File: config.mk
export PLATFORM = sky130hd
export DESIGN_NAME = vga_timing_gen
export DESIGN_NICKNAME = d
export VERILOG_FILES = /design/src/rtl/vga_timing_pkg.sv /design/src/rtl/vga_sync_axis.sv /design/src/rtl/vga_timing_gen.sv
export SDC_FILE = /design/constraint.sdc
export NUM_CORES = 1
export LEC_CHECK = 0
export CAP_MARGIN = 40
export CORE_MARGIN = 5
export CORE_UTILIZATION = 51
export CTS_BUF_LIST = sky130_fd_sc_hd__clkbuf_4
export DETAILED_ROUTE_END_ITERATION = 12
export GPL_TIMING_DRIVEN = 0
export PLACE_DENSITY_LB_ADDON = 0.2
export REMOVE_ABC_BUFFERS = 1
export SKIP_LAST_GASP = 1
export SYNTH_ARGS = -nofsm -noshare
export SYNTH_HDL_FRONTEND = slang
export SYNTH_SLANG_ARGS = --single-unit
File: constraint.sdc
create_clock -name clk -period 2.5 [get_ports clk]
set_clock_uncertainty 0.2 [all_clocks]
set_input_delay 0.5 -clock clk [delete_from_list [all_inputs] [get_ports clk]]
set_output_delay 0.5 -clock clk [all_outputs]
set_load 0.01 [all_outputs]
File: src/rtl/vga_timing_pkg.sv
// rtl/vga_timing_pkg.sv - shared types and default 640x480@60 timing for the VGA generator
package vga_timing_pkg;

  localparam int COORD_W = 13;

  typedef logic [COORD_W-1:0] coord_t;

  typedef struct packed {
    logic hs;
    logic vs;
    logic active;
  } tim_t;

  localparam int DEF_H_ACTIVE = 640;
  localparam int DEF_H_FP     = 16;
  localparam int DEF_H_SYNC   = 96;
  localparam int DEF_H_BP     = 48;
  localparam int DEF_V_ACTIVE = 480;
  localparam int DEF_V_FP     = 10;
  localparam int DEF_V_SYNC   = 2;
  localparam int DEF_V_BP     = 33;

endpackage

File: src/rtl/vga_sync_axis.sv
// rtl/vga_sync_axis.sv - one timing axis: wrap counter plus active/sync region decode
module vga_sync_axis
  import vga_timing_pkg::*;
#(
  parameter int ACTIVE = DEF_H_ACTIVE,
  parameter int FP     = DEF_H_FP,
  parameter int SYNC   = DEF_H_SYNC,
  parameter int BP     = DEF_H_BP
) (
  input  logic   clk,
  input  logic   reset,
  input  logic   advance,
  output coord_t count,
  output logic   wrap,
  output logic   active,
  output logic   sync
);

  localparam int     TOTAL      = ACTIVE + FP + SYNC + BP;
  localparam coord_t LAST       = coord_t'(TOTAL - 1);
  localparam coord_t ACT_END    = coord_t'(ACTIVE);
  localparam coord_t SYNC_START = coord_t'(ACTIVE + FP);
  localparam coord_t SYNC_END   = coord_t'(ACTIVE + FP + SYNC);

  assign wrap   = advance && (count == LAST);
  assign active = (count < ACT_END);
  assign sync   = (count >= SYNC_START) && (count < SYNC_END);

  always_ff @(posedge clk) begin
    if (reset) begin
      count <= '0;
    end else if (advance) begin
      if (count == LAST) count <= '0;
      else               count <= count + coord_t'(1);
    end
  end

endmodule

File: src/rtl/vga_timing_gen.sv
// rtl/vga_timing_gen.sv - VGA timing generator with pixel fetch and 2-stage output pipeline
module vga_timing_gen
  import vga_timing_pkg::*;
#(
  parameter int H_ACTIVE = DEF_H_ACTIVE,
  parameter int H_FP     = DEF_H_FP,
  parameter int H_SYNC   = DEF_H_SYNC,
  parameter int H_BP     = DEF_H_BP,
  parameter int V_ACTIVE = DEF_V_ACTIVE,
  parameter int V_FP     = DEF_V_FP,
  parameter int V_SYNC   = DEF_V_SYNC,
  parameter int V_BP     = DEF_V_BP
) (
  input  logic        clk,
  input  logic        reset,
  input  logic        ce,
  output logic        pix_req,
  output coord_t      pix_req_x,
  output coord_t      pix_req_y,
  input  logic [23:0] pix_data,
  output logic        oVGA_HS,
  output logic        oVGA_VS,
  output logic        oVGA_BLANK_N,
  output logic [7:0]  oVGA_R,
  output logic [7:0]  oVGA_G,
  output logic [7:0]  oVGA_B,
  output coord_t      x_count,
  output coord_t      y_count,
  output logic        frame_start
);

  coord_t h, v, x1, y1;
  logic   h_wrap, h_act, h_sync, v_act, v_sync, unused_v_wrap;
  tim_t   tim0, tim1;
  logic   first1;

  vga_sync_axis #(.ACTIVE(H_ACTIVE), .FP(H_FP), .SYNC(H_SYNC), .BP(H_BP)) u_h_axis (
    .clk(clk), .reset(reset), .advance(ce),
    .count(h), .wrap(h_wrap), .active(h_act), .sync(h_sync)
  );

  // The vertical axis steps once per completed line.
  vga_sync_axis #(.ACTIVE(V_ACTIVE), .FP(V_FP), .SYNC(V_SYNC), .BP(V_BP)) u_v_axis (
    .clk(clk), .reset(reset), .advance(h_wrap),
    .count(v), .wrap(unused_v_wrap), .active(v_act), .sync(v_sync)
  );

  assign tim0      = '{hs: h_sync, vs: v_sync, active: h_act & v_act};
  assign pix_req   = tim0.active;
  assign pix_req_x = h;
  assign pix_req_y = v;

  always_ff @(posedge clk) begin
    if (reset) begin
      tim1   <= '0;
      x1     <= '0;
      y1     <= '0;
      first1 <= 1'b0;
    end else if (ce) begin
      tim1   <= tim0;
      x1     <= h;
      y1     <= v;
      first1 <= (h == '0) && (v == '0);
    end
  end

  // pix_data answers the request made one enabled cycle earlier, now held in stage 1.
  always_ff @(posedge clk) begin
    if (reset) begin
      oVGA_HS      <= 1'b1;
      oVGA_VS      <= 1'b1;
      oVGA_BLANK_N <= 1'b0;
      oVGA_R       <= '0;
      oVGA_G       <= '0;
      oVGA_B       <= '0;
      x_count      <= '0;
      y_count      <= '0;
      frame_start  <= 1'b0;
    end else begin
      frame_start <= ce & first1;
      if (ce) begin
        oVGA_HS      <= ~tim1.hs;
        oVGA_VS      <= ~tim1.vs;
        oVGA_BLANK_N <= tim1.active;
        oVGA_R       <= tim1.active ? pix_data[23:16] : 8'd0;
        oVGA_G       <= tim1.active ? pix_data[15:8]  : 8'd0;
        oVGA_B       <= tim1.active ? pix_data[7:0]   : 8'd0;
        x_count      <= x1;
        y_count      <= y1;
      end
    end
  end

endmodule

==> run_results.csv, run 1 <==
group,metric,value,unit
global_routing,grt_max_degree,54,
yosys,synth.avg_cell_area,9.48,µm²
drt,wl_per_cell,15.0,µm
timing,slew_viol_final,0,
clocking,cts_tree,"built",
clocking,cts_max_level,3,
worst_hold_path,hp-start,"reset",
timing,fin_crit_sh,96.4,%
yosys,ys.flop_type,"dfxtp_1",
worst_hold_path,hold_class,"in -> reg",
yosys,synth_cell_type_count,50,
timing,worst_slew_pin_slew,0.525,ns
final_layout,syn_to_final_growth,29.6,%
global_routing,grt-ovfl-total,0,
global_routing,grt_pass1_vias,3421,
worst_setup_path,start_kind,"register",
pwr,vdd_drop_max,0.312,mV
timing,max_freq,415,MHz
clocking,cts_made_buffers,9,
drt,first_pass_iters,4,
drt,drt-vias-per-instance,5.45,
yosys,syn-cell-area,4380,µm²
drt,drc,0,
placed_design,post-place-ws,-0.358,ns
timing,fin_ws,0.0912,ns
placed_design,place_hpwl,6.86,mm
yosys,yosysWarnings,0,
yosys,synthArstFlopShare,0,%
clocking,numClockSinks,110,
placed_design,port_buffers,107,
worst_setup_path,rr_startpoint,"u_h_axis.count[0]$_SDFFE_PP0P_",
timing,rsz0062_at_grt,"yes",
timing,period_needed,2.41,ns
final_layout,final_cell_mix,"dfxtp_1, clkdlybuf4s50_1, nor2_1",
global_routing,use_met2,32.5,%
global_routing,gr-usage-met1,23.8,%
final_layout,fin_cells,657,
global_routing,grt_pass1_wl,16.3,mm
drt,drtAntennaViolNets,0,
yosys,ys_ff_latch,110,
global_routing,track_usage,19.3,%
timing,holdWs,0.263,ns
die,die_area,10500,µm²
final_layout,diodes,0,
outcome,status,"completed",
timing,finalSetupViolCount,0,
yosys,synth_edf_count,0,
drt,totalWireLength,9.84,mm
final_layout,drive_above_1_share,6.16,%
die,num_rows,33,
die,start_util,52.8,%
drt,first_iter_violations,192,
pwr,p_leak,0.00217,µW
yosys,syn_inst,462,
yosys,synth_top_area_cell,"dfxtp_1",
worst_setup_path,critical_path_peak_fanout,6,
final_layout,post-route-util,68.4,%
worst_setup_path,endpoint_kind,"primary output",
global_routing,grtUsageMet3,4.19,%
drt,via_count,3582,
placed_design,place_inst,640,
clocking,cts.clk_slew.worst_paths,0.15,ns
timing,slew_headroom,64.5,%
timing,setup_tns,0,ns
worst_setup_path,critPathLaunch,"u_v_axis.count[12]$_SDFFE_PP0P_",
placed_design,place_congestion,0.836,
die,coreArea,8300,µm²
pwr,power_per_cell_area,518,nW/µm²
worst_setup_path,worstPathArrival,1.71,ns
timing,hold_viol,0,
global_routing,antenna_found_initial,0,
die,pin_count,108,
global_routing,grt-busiest-layer,"met2",
worst_setup_path,crit_type,"reg -> out",
clocking,cts_buffer_depth,2,
yosys,synthTopCellsByArea,"dfxtp_1, mux2i_1, nor2_1, a22oi_1, buf_2",
clocking,clockRootBuffer,"clkbuf_4",
die,fp.dieH,103,µm
clocking,worstSkewPairLatency,0.44,ns
final_layout,layout_commonest_cell,"dfxtp_1",
yosys,seq_area_frac_synth,50.3,%
job,maxCapViolCount,0,
yosys,netlist.area_leader.share,50.3,%
die,die_x,103,µm
final_layout,nets,579,
worst_setup_path,required,1.80,ns
==> flip-flops by register name (all words and copies together) (netlist names) <==
register and cells:
oVGA_HS 1, oVGA_BLANK_N 1, oVGA_R 8, x1 13
frame_start 1, oVGA_B 8, u_v_axis.count 13, y_count 13
first1 1, oVGA_VS 1, x_count 13, u_h_axis.count 13
y1 13, oVGA_G 8, tim1 3
==> what timing repair did <==
| item | in CTS | in global routing |
|---|---|---|
| gates resized for setup | 7 | 3 |
| pin swaps | 2 | 0 |
| setup endpoints to repair | 1 | 3 |
| hold buffers | 0 | 0 |
| buffers inserted | 2 | 0 |
==> per-stage QoR <==
step,power (µW),area (µm²)
2_1_floorplan,1900,4210
6_report,2940,5680
3_5_place_dp,2050,5490
4_1_cts,2980,5670
5_1_grt,3070,5680
3_3_place_gp,2040,5410
==> Yosys cell counts (8+ instances only) <==
master    number
mux2i_1       52
buf_2         17
nor2_1        92
nand3_1       12
dfxtp_1      110
nand2_1       22
nand4_1        9
inv_1          8
clkbuf_1      14
nor4_1         8
a22oi_1       25
a21oi_1       10
==> cell families (layout without fill, tap and decap cells) <==
kind of cell	after synthesis	in the layout	share of synthesized area, %
AND/OR/NAND/NOR	179	179	20.2
flip-flops	110	110	50.3
AO/OA/AOI/OAI	58	58	9.37
multiplexers	53	53	12.1
buffers and inverters	47	137	4.71
XOR/XNOR	11	11	2.20
adder cells (fa/ha/maj)	4	4	1.14
==> worst max-delay path: stages, from the launching register on <==
cell	delay, ns
dfxtp_1	0.41
nor4_4	0.32
and4_4	0.27
dlygate4sd2_1	0.27
==> area by class of cell <==
class                      instances  area [µm²]
inverter                           9        33.8
multi-input combinational        305        1990
tap                              105         131
clock buffer                      10        75.1
timing repair buffer             113        1170
clock inverter                     5        75.1
sequential                       110        2210
fill                             686        2620
==> power breakdown <==
part	internal, µW	leakage (µW)	switching [µW]
Combinational	114	0.00120	107
Clock	406	0.0000776	531
Sequential	1770	0.000891	12.4
==> layer usage <==
layer	share of wire, %	up-vias	wire [µm]
met2	49	98	4800
li1	-	1788	-
met4	1.6	0	162
met5	0	-	0
met1	44	1683	4290
met3	6.0	13	587
==> final timing paths <==
kind	to	cells past startpoint	slack [ns]
worst max register to register	u_v_axis.count[9]$_SDFFE_PP0P_	5	0.22
worst max-delay path	pix_req	3	0.09
worst min-delay path	x_count[1]$_SDFFE_PP0P_	2	0.26
worst min register to register	first1$_SDFFE_PP0P_	2	0.27
Power figures use the tool's default switching activity.
==> inputs of run 2 (changes only) <==
Settings changed: CAP_MARGIN 40 to 20, REMOVE_ABC_BUFFERS 1 to not set.
==> run 2 against run 1 <==
  * Cell count rose by 4.9%
  * Maximum frequency fell by 0.84%
  * Non-clock buffer count rose by 32
  * Register-to-register slack barely moved
  * Final area rose by 1.0%
  * Largest power group unchanged
  * Global-route usage rose by 3.4 points
  * Highest routed layer unchanged
  * Via count rose by 6.9%
  * Sequential cell count did not move
  * Critical path type unchanged
  * Setup slack got worse by 0.020 ns
  * Count of clock-buffer cells in the layout did not move
==> run_results.csv, run 2 (synthesized netlist as in run 1, its figures left out) <==
group,metric,value,unit
pwr,clkPwrFrac,29.9,%
worst_setup_path,start_kind,"register",
clocking,cts_tree,"built",
timing,rsz0062_at_grt,"no",
drt,m1WireLength,4.82,mm
clocking,worstSkewPairLatency,0.45,ns
worst_setup_path,critical_path_peak_fanout,8,
drt,top_layer,"met4",
drt,drtAntennaViolNets,0,
final_layout,drive_above_1_share,7.36,%
drt,via_count,3830,
drt,drc,0,
pwr,vdd_drop_max,0.290,mV
drt,route.met3.wl,984,µm
placed_design,port_buffers,107,
final_layout,layout_commonest_cell,"dfxtp_1",
die,pin_count,108,
clocking,clockRootBuffer,"clkbuf_4",
worst_setup_path,endpoint_kind,"primary output",
drt,wl_per_cell,16.7,µm
yosys,syn-num-nets,493,
worst_setup_path,worstPathArrival,1.73,ns
die,start_util,52.8,%
die,coreArea,8300,µm²
timing,hold_viol,0,
timing,max_freq,412,MHz
pwr,combinationalPowerShare,8.0,%
global_routing,grt_max_degree,17,
pwr,p_int,2190,µW
final_layout,final_cell_mix,"dfxtp_1, clkdlybuf4s50_1, nor2_1",
final_layout,diodes,0,
global_routing,grt-ovfl-total,0,
final_layout,syn_to_final_growth,31.0,%
die,die_x,103,µm
drt,first_iter_violations,235,
timing,slew_headroom,54.9,%
drt,wl_met2,5.48,mm
clocking,cts_max_level,3,
pwr,power.switching,689,µW
clocking,cts_buffer_depth,2,
global_routing,track_usage,22.6,%
global_routing,antenna_found_initial,0,
pwr,p_sw_share,23.9,%
timing,fin_ws,0.0707,ns
clocking,cts_made_buffers,9,
die,num_rows,33,
placed_design,place_hpwl,8.28,mm
pwr,power_per_cell_area,502,nW/µm²
pwr,seqPwrFrac,62.1,%
timing,finalSetupViolCount,0,
die,die_area,10500,µm²
drt,totalWireLength,11.5,mm
timing,setup_tns,0,ns
final_layout,nets,611,
outcome,status,"completed",
worst_setup_path,required,1.80,ns
worst_hold_path,hold_class,"reg -> reg",
drt,drt-vias-per-instance,5.56,
clocking,numClockSinks,110,
die,fp.dieH,103,µm
global_routing,grt_pass1_wl,18.8,mm
timing,period_needed,2.43,ns
global_routing,grt_pass1_vias,3869,
pwr,p_leak,0.00223,µW
placed_design,post-place-ws,-0.257,ns
drt,first_pass_iters,5,
timing,slew_viol_final,0,
placed_design,place_congestion,0.891,
job,maxCapViolCount,0,
clocking,cts.clk_slew.worst_paths,0.15,ns
timing,worst_slew_pin_slew,0.677,ns
timing,fin_crit_sh,97.2,%
worst_setup_path,crit_type,"reg -> out",
## run 2: cell count changes in the layout (fill, tap and decap cells not counted), moves of 2 or more
| cell | before | now |
|---|---|---|
| clkbuf_1 | 0 | 13 |
| buf_2 | 0 | 15 |
| clkbuf_4 | 10 | 12 |
| clkdlybuf4s50_1 | 104 | 106 |
| buf_1 | 0 | 5 |
| buf_12 | 2 | 0 |
| dfxtp_1 | 105 | 107 |
| dfxtp_2 | 5 | 3 |
| buf_4 | 3 | 1 |
## run 2: area by class of cell
class                   instances  area, µm²
plain buffers                  37        174
flip-flops and latches        110       2210
clock inverters                 5       51.3
fillers                       672       2560
well taps                     105        131
repair buffers                108       1080
multi-input cells             305       1990
clock buffers                  10       75.1
inverters                       9       33.8
## run 2: worst paths after layout
| path | start | to | slack, ns | cells past startpoint |
|---|---|---|---|---|
| setup reg to reg | u_h_axis.count[0]$_SDFFE_PP0P_ | u_v_axis.count[11]$_SDFFE_PP0P_ | 0.21 | 6 |
| setup / recovery | u_v_axis.count[8]$_SDFFE_PP0P_ | pix_req | 0.07 | 3 |
| hold / removal | first1$_SDFFE_PP0P_ | first1$_SDFFE_PP0P_ | 0.28 | 2 |
| hold reg to reg | first1$_SDFFE_PP0P_ | first1$_SDFFE_PP0P_ | 0.28 | 2 |
## run 2: timing repair
action,4_1_cts,5_1_grt
setup endpoints to repair,1,1
setup buffers,1,0
resized for setup,3,6
pin swaps,2,0
hold buffers,0,0
## run 2: routing by layer
layer | vias to the layer above | GRT usage (%)
li1 | 1852 | -
met1 | 1805 | 28.2
met2 | 152 | 37.3
met3 | 21 | 6.02
met4 | 0 | 8.88
met5 | - | 0
## run 2: power groups by stage
stage          sequential, µW  clock, µW  combinational (µW)
4_1_cts                  1790        873                 232
6_report                 1790        861                 231
3_3_place_gp             1820          0                 226
3_5_place_dp             1830          0                 230
2_1_floorplan            1830          0                 109
5_1_grt                  1790        936                 249
## run 2: critical path, cell delays in order, from the launching register on
cell	delay (ns)
dfxtp_1	0.52
nand4_1	0.22
and4_1	0.26
clkdlybuf4s15_1	0.27
## run 2: through the flow
step                      utilization, %  instance area [µm²]  power (µW)  hold WS (ns)  cells
final                               69.1                 5740        2880         0.280    689
after global placement              67.3                 5580        2050         0.247    674
after CTS                           69.0                 5730        2890         0.277    689
after global routing                69.1                 5740        2980         0.313    689
after floorplan                        -                 4380        1940         0.237    462
after detailed placement            67.3                 5580        2060         0.257    674
